$ cat config.mk
export PLATFORM = sky130hd
export DESIGN_NAME = mag_com_4bit_flat
export DESIGN_NICKNAME = d
export VERILOG_FILES = /design/src/rtl/mag_com_4bit_if.sv /design/src/rtl/mag_com_4bit.sv /design/src/flat_wrapper.sv
export SDC_FILE = /design/constraint.sdc
export NUM_CORES = 1
export LEC_CHECK = 0
export CAP_MARGIN = 20
export CORE_AREA = 2 2 39 41
export DETAILED_ROUTE_END_ITERATION = 16
export DIE_AREA = 0 0 41 43
export SYNTH_ARGS = -nofsm -noshare
export SYNTH_HDL_FRONTEND = slang
export SYNTH_SLANG_ARGS = --single-unit
$ cat constraint.sdc
create_clock -name clk -period 0.8 [get_ports clk]
set_input_delay 0.2 -clock clk [delete_from_list [all_inputs] [get_ports clk]]
set_output_delay 0.2 -clock clk [all_outputs]
set_load 0.02 [all_outputs]
$ cat src/rtl/mag_com_4bit_if.sv
`default_nettype none
// ============================================================================
//  mag_com_4bit_if : operand / result bundle for the magnitude comparator
//  Rev 1.0
// ============================================================================
interface mag_com_4bit_if #(
    parameter int WIDTH = 4
);
    logic [WIDTH-1:0] A;
    logic [WIDTH-1:0] B;
    logic             E;
    logic             G;
    logic             L;

    modport master (output A, output B, input  E, input  G, input  L);
    modport slave  (input  A, input  B, output E, output G, output L);
endinterface
`default_nettype wire

$ cat src/rtl/mag_com_4bit.sv
`default_nettype none
// ============================================================================
//  mag_com_4bit : registered one-hot magnitude comparator (unsigned / signed)
//  Rev 1.0
// ============================================================================
module mag_com_4bit #(
    parameter int WIDTH  = 4,
    parameter bit SIGNED = 1'b0
) (
    input  wire logic      clk,
    input  wire logic      rst_n,
    mag_com_4bit_if.slave  cmp_if
);

    logic [WIDTH-1:0] w_x;
    logic [WIDTH:0]   w_heq;
    logic [WIDTH:0]   w_gt_acc;
    logic [WIDTH:0]   w_lt_acc;

    logic E_d, G_d, L_d;
    logic E_q, G_q, L_q;

    assign w_x = ~(cmp_if.A ^ cmp_if.B);

    // Chain seeds sit above the MSB: "all higher bits equal", nothing decided yet.
    assign w_heq[WIDTH]    = 1'b1;
    assign w_gt_acc[WIDTH] = 1'b0;
    assign w_lt_acc[WIDTH] = 1'b0;

    for (genvar i = 0; i < WIDTH; i++) begin : g_stage
        logic w_a_wins;
        logic w_b_wins;

        // In two's complement a clear sign bit is the larger value at the MSB.
        if (SIGNED && (i == WIDTH - 1)) begin : g_sign_msb
            assign w_a_wins = ~cmp_if.A[i] &  cmp_if.B[i];
            assign w_b_wins =  cmp_if.A[i] & ~cmp_if.B[i];
        end else begin : g_mag_bit
            assign w_a_wins =  cmp_if.A[i] & ~cmp_if.B[i];
            assign w_b_wins = ~cmp_if.A[i] &  cmp_if.B[i];
        end

        assign w_heq[i]    = w_heq[i+1] & w_x[i];
        assign w_gt_acc[i] = w_gt_acc[i+1] | (w_heq[i+1] & w_a_wins);
        assign w_lt_acc[i] = w_lt_acc[i+1] | (w_heq[i+1] & w_b_wins);
    end

    assign E_d = w_heq[0];
    assign G_d = w_gt_acc[0];
    assign L_d = w_lt_acc[0];

    always_ff @(posedge clk or negedge rst_n) begin
        if (!rst_n) begin
            E_q <= 1'b0;
            G_q <= 1'b0;
            L_q <= 1'b0;
        end else begin
            E_q <= E_d;
            G_q <= G_d;
            L_q <= L_d;
        end
    end

    assign cmp_if.E = E_q;
    assign cmp_if.G = G_q;
    assign cmp_if.L = L_q;

endmodule
`default_nettype wire

$ cat src/flat_wrapper.sv
// flat-port wrapper written by rule: the top's interface ports become plain ports
module mag_com_4bit_flat 
#(
    parameter int WIDTH  = 4,
    parameter bit SIGNED = 1'b0
)
  (clk, rst_n, cmp_if_A, cmp_if_B, cmp_if_E, cmp_if_G, cmp_if_L);
  mag_com_4bit_if #(.WIDTH(WIDTH)) cmp_if_i ();
  input  wire logic clk;
  input  wire logic rst_n;
  input wire logic [$bits(cmp_if_i.A)-1:0] cmp_if_A;
  input wire logic [$bits(cmp_if_i.B)-1:0] cmp_if_B;
  output wire logic [$bits(cmp_if_i.E)-1:0] cmp_if_E;
  output wire logic [$bits(cmp_if_i.G)-1:0] cmp_if_G;
  output wire logic [$bits(cmp_if_i.L)-1:0] cmp_if_L;
  assign cmp_if_i.A = cmp_if_A;
  assign cmp_if_i.B = cmp_if_B;
  assign cmp_if_E = cmp_if_i.E;
  assign cmp_if_G = cmp_if_i.G;
  assign cmp_if_L = cmp_if_i.L;
  mag_com_4bit #(.WIDTH(WIDTH), .SIGNED(SIGNED)) u_core (.clk(clk), .rst_n(rst_n), .cmp_if(cmp_if_i));
endmodule
==> reports/metrics.sh, run 1 <==
REMAINING_DRC_ERRORS=0
CRIT_TYPE='reg2out'
DIE_Y_UM=43
MULTIINPUTGATEAREA_UM2=201
CLOCK_TREE.ROOT_CELL='clkbuf_4'
START_KIND='flip-flop'
GR-USAGE-ALL-LAYERS_PCT=7.62
SYNTH.AVG_CELL_AREA_UM2=9.22
MAXIMUM_NUMBER_OF_PINS_ON_ONE_NET_BEFORE_GLOBAL_ROUTE_REPAIR=5
ARR_TIME_CRIT_PATH_PS=720
FINALINSTANCEAREA_UM2=469
CELLLEAKAGEPOWER_nW=0.237
WHS_PS=158
LAYOUT.AREA.SEQ_UM2=75.1
PLACE.DETAILED.INSTANCES=58
DESIGN.PORTCOUNT=13
LAYOUT_COMMONEST_CELL='clkbuf_2'
SYNTHTOLAYOUTAREAGROWTH_PCT=88.4
POWERDENSITY_nW_PER_UM2=1340
WORST_SETUP_HOLD_PATH_CLK_SLEW_PS=40
FINALSETUPVIOLCOUNT=3
YS_FF_LATCH=3
YOSYSWARNINGS=0
FINAL_WORST_SETUP_SLACK_PS=-117
LAYOUT.FILLER_CELLS=155
CP-END-KIND='primary output'
DETAIL_ROUTE.ITER0.VIOLATIONS=0
RUN_STATUS='finished with violations'
SYNTH_TOP_AREA_CELL='ha_1'
VIAS=227
LAYOUT.CELLS.MOST_COMMON_LIST='6 x clkbuf_2, 5 x inv_1, 4 x a21oi_2'
FAILED_CHECKS='negative setup slack'
SUM_OF_OVERFLOW_ACROSS_ALL_LAYERS_AFTER_GLOBAL_ROUTING=0
FINAL_MIN_PERIOD_OVER_CLOCK_PERIOD_PCT=115
ROW_COUNT=14
CRITPATHSLOWESTCELL='dfrtp_1'
MAPPEDNETLISTAREA_UM2=249
DRIVE_ABOVE_1_SHARE_PCT=60.9
FINALCOREUTILIZATION_PCT=33.9
WORST_CASE_HEADROOM_TO_THE_MAX_SLEW_LIMIT_PCT=90.2
GLOBALPLACE.CONGESTION=0.674
COREAREA_UM2=1380
CTS_TREE='yes'
VIAS_IN_THE_FIRST_GLOBAL_ROUTE=228
GRT_ANTENNA_BEFORE_REPAIR=0
PLACE_HPWL_UM=379
FINALCRITICALPERIOD_PS=917
FINALPOWER_mW=0.630
MAX_FREQ_MHz=1090
CRITICAL_PATH.N_BUFFERS_INVERTERS=1
WL_PER_CELL_UM=8.02
SYN_INST=27
NETS=65
TOTAL_SWITCHING_POWER_mW=0.168
FINAL_CELL_COUNT_NO_FILL=62
CRITICAL_PATH.MAX_FANOUT=1
PLACEMENT.SETUP.WORST_SLACK_PS=-570
YOSYSTOPAREACELLSHARE_PCT=40.2
FINAL_HOLD_VIOL_COUNT=0
TIMING.FINAL.MAX_SLEW_VIOLATIONS=0
CP_SLOWEST_STAGE_DELAY_PS=360
YS_SEQ_AREA_SHARE_PCT=30.2
INTERNAL_POWER_mW=0.462
PORT_BUFFERS=12
INSERTEDDIODECOUNT=0
SYNTH_CELL_TYPES=7
WORST_HOLD_PATH_TYPE='in2async'
DRT_WL_TOTAL_UM=497
IR_DROP_V=0.000408
DRT_PASS1_ITERATIONS=1
CTS_INSERTED_BUFFERS=3
SETUP_REPAIR_AFTER_GLOBAL_ROUTING_MISSED_ITS_MARGIN='yes'
INITIAL_UTILIZATION_PCT=18.0
PATH_DELAY_FAMILY='flip-flops'
POSTPLACECELLAREA_UM2=437
VIA_CELL_RATIO=3.66
CTS.SINKS=3
CTS_HOLD_REPAIR.BUFFERS=0
CP_CELL_SEQUENCE='buf_6'
CTSHTREEMAXLEVEL=1
MAX-CAP-VIOLATIONS=0
CTS.PATH.MAX_BUFFERS=2
SEQ_POWER_SHARE_PCT=27.3
FIRST_PASS_GRT_WIRE_LENGTH_UM=883
TOTALNEGATIVESETUPSLACK_PS=-350
TIMING_WORST_SLEW_PIN_VALUE_PS=147
POSTCTSSETUPBUFFERS=0
CLOCKPOWERSHARE_PCT=41.1
SYNTH.TOP_CELLS.BY_AREA='ha_1 40%, dfrtp_1 30%, inv_1 12%'
SYNTH_NETS=45
WORSTPATHREQUIRED_PS=600
SWITCHING_PART_OF_THE_TOTAL_PCT=26.6
DIE_AREA_UM2=1760
DIE_WIDTH_UM=41
POWER.SHARE.COMBINATIONAL_PCT=31.5
FINAL_ANTENNA_NET_COUNT=0
[worst paths after layout]
kind | from | to | depth (start not counted)
setup / recovery | u_core.cmp_if.E | cmp_if_E | 1
hold / removal | rst_n | u_core.cmp_if.L | 1
max in group asynchronous | rst_n | u_core.cmp_if.E | 1
min in group clk | cmp_if_A[3] | u_core.cmp_if.G | 4
[final cells by class]
cell class | count | share of cell area, %
Timing Repair Buffer | 15 | 24.8
Clock buffer | 4 | 5.60
Tap cell | 16 | 4.27
Inverter | 8 | 6.40
Sequential cell | 3 | 16.0
Multi-Input combinational cell | 16 | 42.9
[registers in the layout (all words and copies together), names as in the netlist]
signal and count:
u_core.cmp_if.E 1, u_core.cmp_if.L 1, u_core.cmp_if.G 1
[cells in the mapped netlist]
cell	number
ha_1	8
inv_1	8
a21oi_1	4
dfrtp_1	3
o21ai_1	2
and4_2	1
nand2_1	1
[power groups by stage]
stage                     clock network (mW)  logic (mW)  registers (mW)
after CTS                              0.276       0.199           0.172
after detailed placement                   0       0.185           0.171
after global routing                   0.277       0.223           0.173
after floorplan                            0      0.0592           0.190
after global placement                     0       0.184           0.171
final                                  0.259       0.199           0.172
[routing by layer]
metal,up-vias,track usage (%),wire [um]
met1,94,8.97,195
met5,-,0,0
met3,0,0,33
met2,8,11.3,268
li1,125,-,-
met4,0,8.00,0
[cells by family (layout without fill, tap and decap cells)]
kind of cell	Yosys count	count (layout)	synth area share (%)
and+or+nand+nor	2	2	5.53
buffers and inverters	8	27	12.1
DFF	3	3	30.1
adders and majority gates	8	8	40.2
AOI/OAI and AO/OA	6	6	12.1
[timing repair]
action | 4_1_cts | 5_1_grt
gates cloned | 0 | 0
resized for setup | 37 | 13
setup endpoints to repair | 6 | 6
pin swaps | 5 | 3
Power figures use the tool's default switching activity.
==> run 2: changes to the inputs <==
==> constraint.sdc (replaced) <==
create_clock -name clk -period 1.1 [get_ports clk]
set_input_delay 0.275 -clock clk [delete_from_list [all_inputs] [get_ports clk]]
set_output_delay 0.275 -clock clk [all_outputs]
set_load 0.02 [all_outputs]
==> reports/metrics.sh, run 2 (synthesis results as in run 1) <==
INSERTEDDIODECOUNT=0  # unchanged
FINALPOWER_mW=0.442  # was 0.630 mW
POSTPLACECELLAREA_UM2=419  # was 437 um^2
DIE_WIDTH_UM=41  # unchanged
CTS_TREE='yes'  # unchanged
CELLLEAKAGEPOWER_nW=0.273  # was 0.237 nW
CTS.SINKS=3  # unchanged
PLACEMENT.SETUP.WORST_SLACK_PS=-387  # was -570 ps
GR-USAGE-ALL-LAYERS_PCT=7.62  # unchanged
VIAS_IN_THE_FIRST_GLOBAL_ROUTE=227  # was 228
CRITPATHSLOWESTCELL='dfrtp_1'  # unchanged
WHS_PS=225  # was 158 ps
REMAINING_DRC_ERRORS=0  # unchanged
FINAL_ANTENNA_NET_COUNT=0  # unchanged
ROW_COUNT=14  # unchanged
SUM_OF_OVERFLOW_ACROSS_ALL_LAYERS_AFTER_GLOBAL_ROUTING=0  # unchanged
TIMING_WORST_SLEW_PIN_VALUE_PS=143  # was 147 ps
CRITICAL_PATH_CELL_COUNT=1  # unchanged
SYNTHTOLAYOUTAREAGROWTH_PCT=86.4  # was 88.4%
CP_CELL_SEQUENCE='buf_2'  # was buf_6
CRITICAL_PATH.MAX_FANOUT=1  # unchanged
FINALCRITICALPERIOD_PS=1000
FINAL_MIN_PERIOD_OVER_CLOCK_PERIOD_PCT=91.0
NETS=66  # was 65
PATH_DELAY_FAMILY='flip-flops'  # unchanged
LAYOUT.CELLS.MOST_COMMON_LIST='6 x inv_1, 6 x ha_1, 5 x dlygate4sd2_1, 4 x buf_4'  # was 6 x clkbuf_2, 5 x inv_1, 4 x a21oi_2
DRT_WL_TOTAL_UM=498  # was 497 um
MAX-CAP-VIOLATIONS=0  # unchanged
VIAS=239  # was 227
RUN_STATUS='finished, final reports clean'  # was finished with violations
DETAIL_ROUTE.ITER0.VIOLATIONS=2  # was 0
CTSHTREEMAXLEVEL=1  # unchanged
START_KIND='flip-flop'  # unchanged
WL_PER_CELL_UM=7.90  # was 8.02 um
DIE_Y_UM=43  # unchanged
FINALINSTANCEAREA_UM2=464  # was 469 um^2
CTS.PATH.MAX_BUFFERS=2  # unchanged
WORST_HOLD_PATH_TYPE='in2async'  # unchanged
IR_DROP_V=0.000315  # was 0.000408 V
SETUP_REPAIR_AFTER_GLOBAL_ROUTING_MISSED_ITS_MARGIN='no'  # was yes
LAYOUT.FILLER_CELLS=148  # was 155
CLOCK_TREE.ROOT_CELL='clkbuf_4'  # unchanged
WORST_SETUP_HOLD_PATH_CLK_SLEW_PS=40  # about the same
FINALSETUPVIOLCOUNT=0  # was 3
WORSTPATHREQUIRED_PS=820  # was 600 ps
TIMING.FINAL.MAX_SLEW_VIOLATIONS=0  # unchanged
FINAL_WORST_SETUP_SLACK_PS=98.9  # was -117 ps
PORT_BUFFERS=12  # unchanged
TOTALNEGATIVESETUPSLACK_PS=0  # was -350 ps
FINAL_HOLD_VIOL_COUNT=0  # unchanged
MAXIMUM_NUMBER_OF_PINS_ON_ONE_NET_BEFORE_GLOBAL_ROUTE_REPAIR=5  # unchanged
DESIGN.PORTCOUNT=13  # unchanged
DRT_PASS1_ITERATIONS=2  # was 1
PLACE_HPWL_UM=390  # was 379 um
VIA_CELL_RATIO=3.79  # was 3.66
CRIT_TYPE='reg2out'  # unchanged
DIE_AREA_UM2=1760  # unchanged
PLACE.DETAILED.INSTANCES=59  # was 58
CP_SLOWEST_STAGE_DELAY_PS=340  # was 360 ps
POWERDENSITY_nW_PER_UM2=953  # was 1340 nW/um^2
CRITICAL_PATH.N_BUFFERS_INVERTERS=1  # unchanged
MAX_FREQ_MHz=999
FIRST_PASS_GRT_WIRE_LENGTH_UM=828  # was 883 um
COREAREA_UM2=1380  # unchanged
GLOBALPLACE.CONGESTION=0.775  # was 0.674
WORST_CASE_HEADROOM_TO_THE_MAX_SLEW_LIMIT_PCT=90.5  # was 90.2%
FINALCOREUTILIZATION_PCT=33.5  # was 33.9%
CP-END-KIND='primary output'  # unchanged
GRT_ANTENNA_BEFORE_REPAIR=0  # unchanged
CTS_HOLD_REPAIR.BUFFERS=0  # unchanged
FINAL_CELL_COUNT_NO_FILL=63  # was 62
INITIAL_UTILIZATION_PCT=18.0  # unchanged
DRIVE_ABOVE_1_SHARE_PCT=36.2  # was 60.9%
ARR_TIME_CRIT_PATH_PS=730  # was 720 ps
CTS_INSERTED_BUFFERS=3  # unchanged
-- run 2: how the worst max path moves through the flow --
stage / startpoint / to / slack [ps]
2_1_floorplan: cmp_if_B[3] / u_core.cmp_if.E / 150
3_3_place_gp: cmp_if_B[3] / u_core.cmp_if.E / -370
3_5_place_dp: cmp_if_B[3] / u_core.cmp_if.G / -390
4_1_cts: cmp_if_A[2] / u_core.cmp_if.E / 1
5_1_grt: u_core.cmp_if.G / cmp_if_G / 50
6_report: u_core.cmp_if.E / cmp_if_E / 100
-- run 2: timing repair --
item	CTS	global route
buffers inserted	0	0
setup endpoints to repair	6	3
resized for setup	23	3
gates cloned	0	0
pin swaps	1	1
-- run 2: report_power, final --
part / internal [mW] / switching [mW] / leakage [nW]
logic: 0.0666 / 0.0605 / 0.219
clock network: 0.136 / 0.0568 / 0.0150
registers: 0.121 / 0.00162 / 0.0380
total: 0.323 / 0.119 / 0.273
-- run 2: final cells by class --
type                            instances  area, um^2  area share [%]
Multi-Input combinational cell         16         176            38.0
Tap cell                               16        20.0            4.31
Clock buffer                            4        26.3            5.66
Sequential cell                         3        75.1            16.2
Inverter                                8        30.0            6.47
Timing Repair Buffer                   16         136            29.4
-- run 2: per-layer routing --
layer | GRT usage, % | part of all wire, %
met4 | 8.00 | 2.4
met2 | 9.38 | 46
met1 | 8.01 | 40
met5 | 0 | 0
met3 | 4.71 | 11
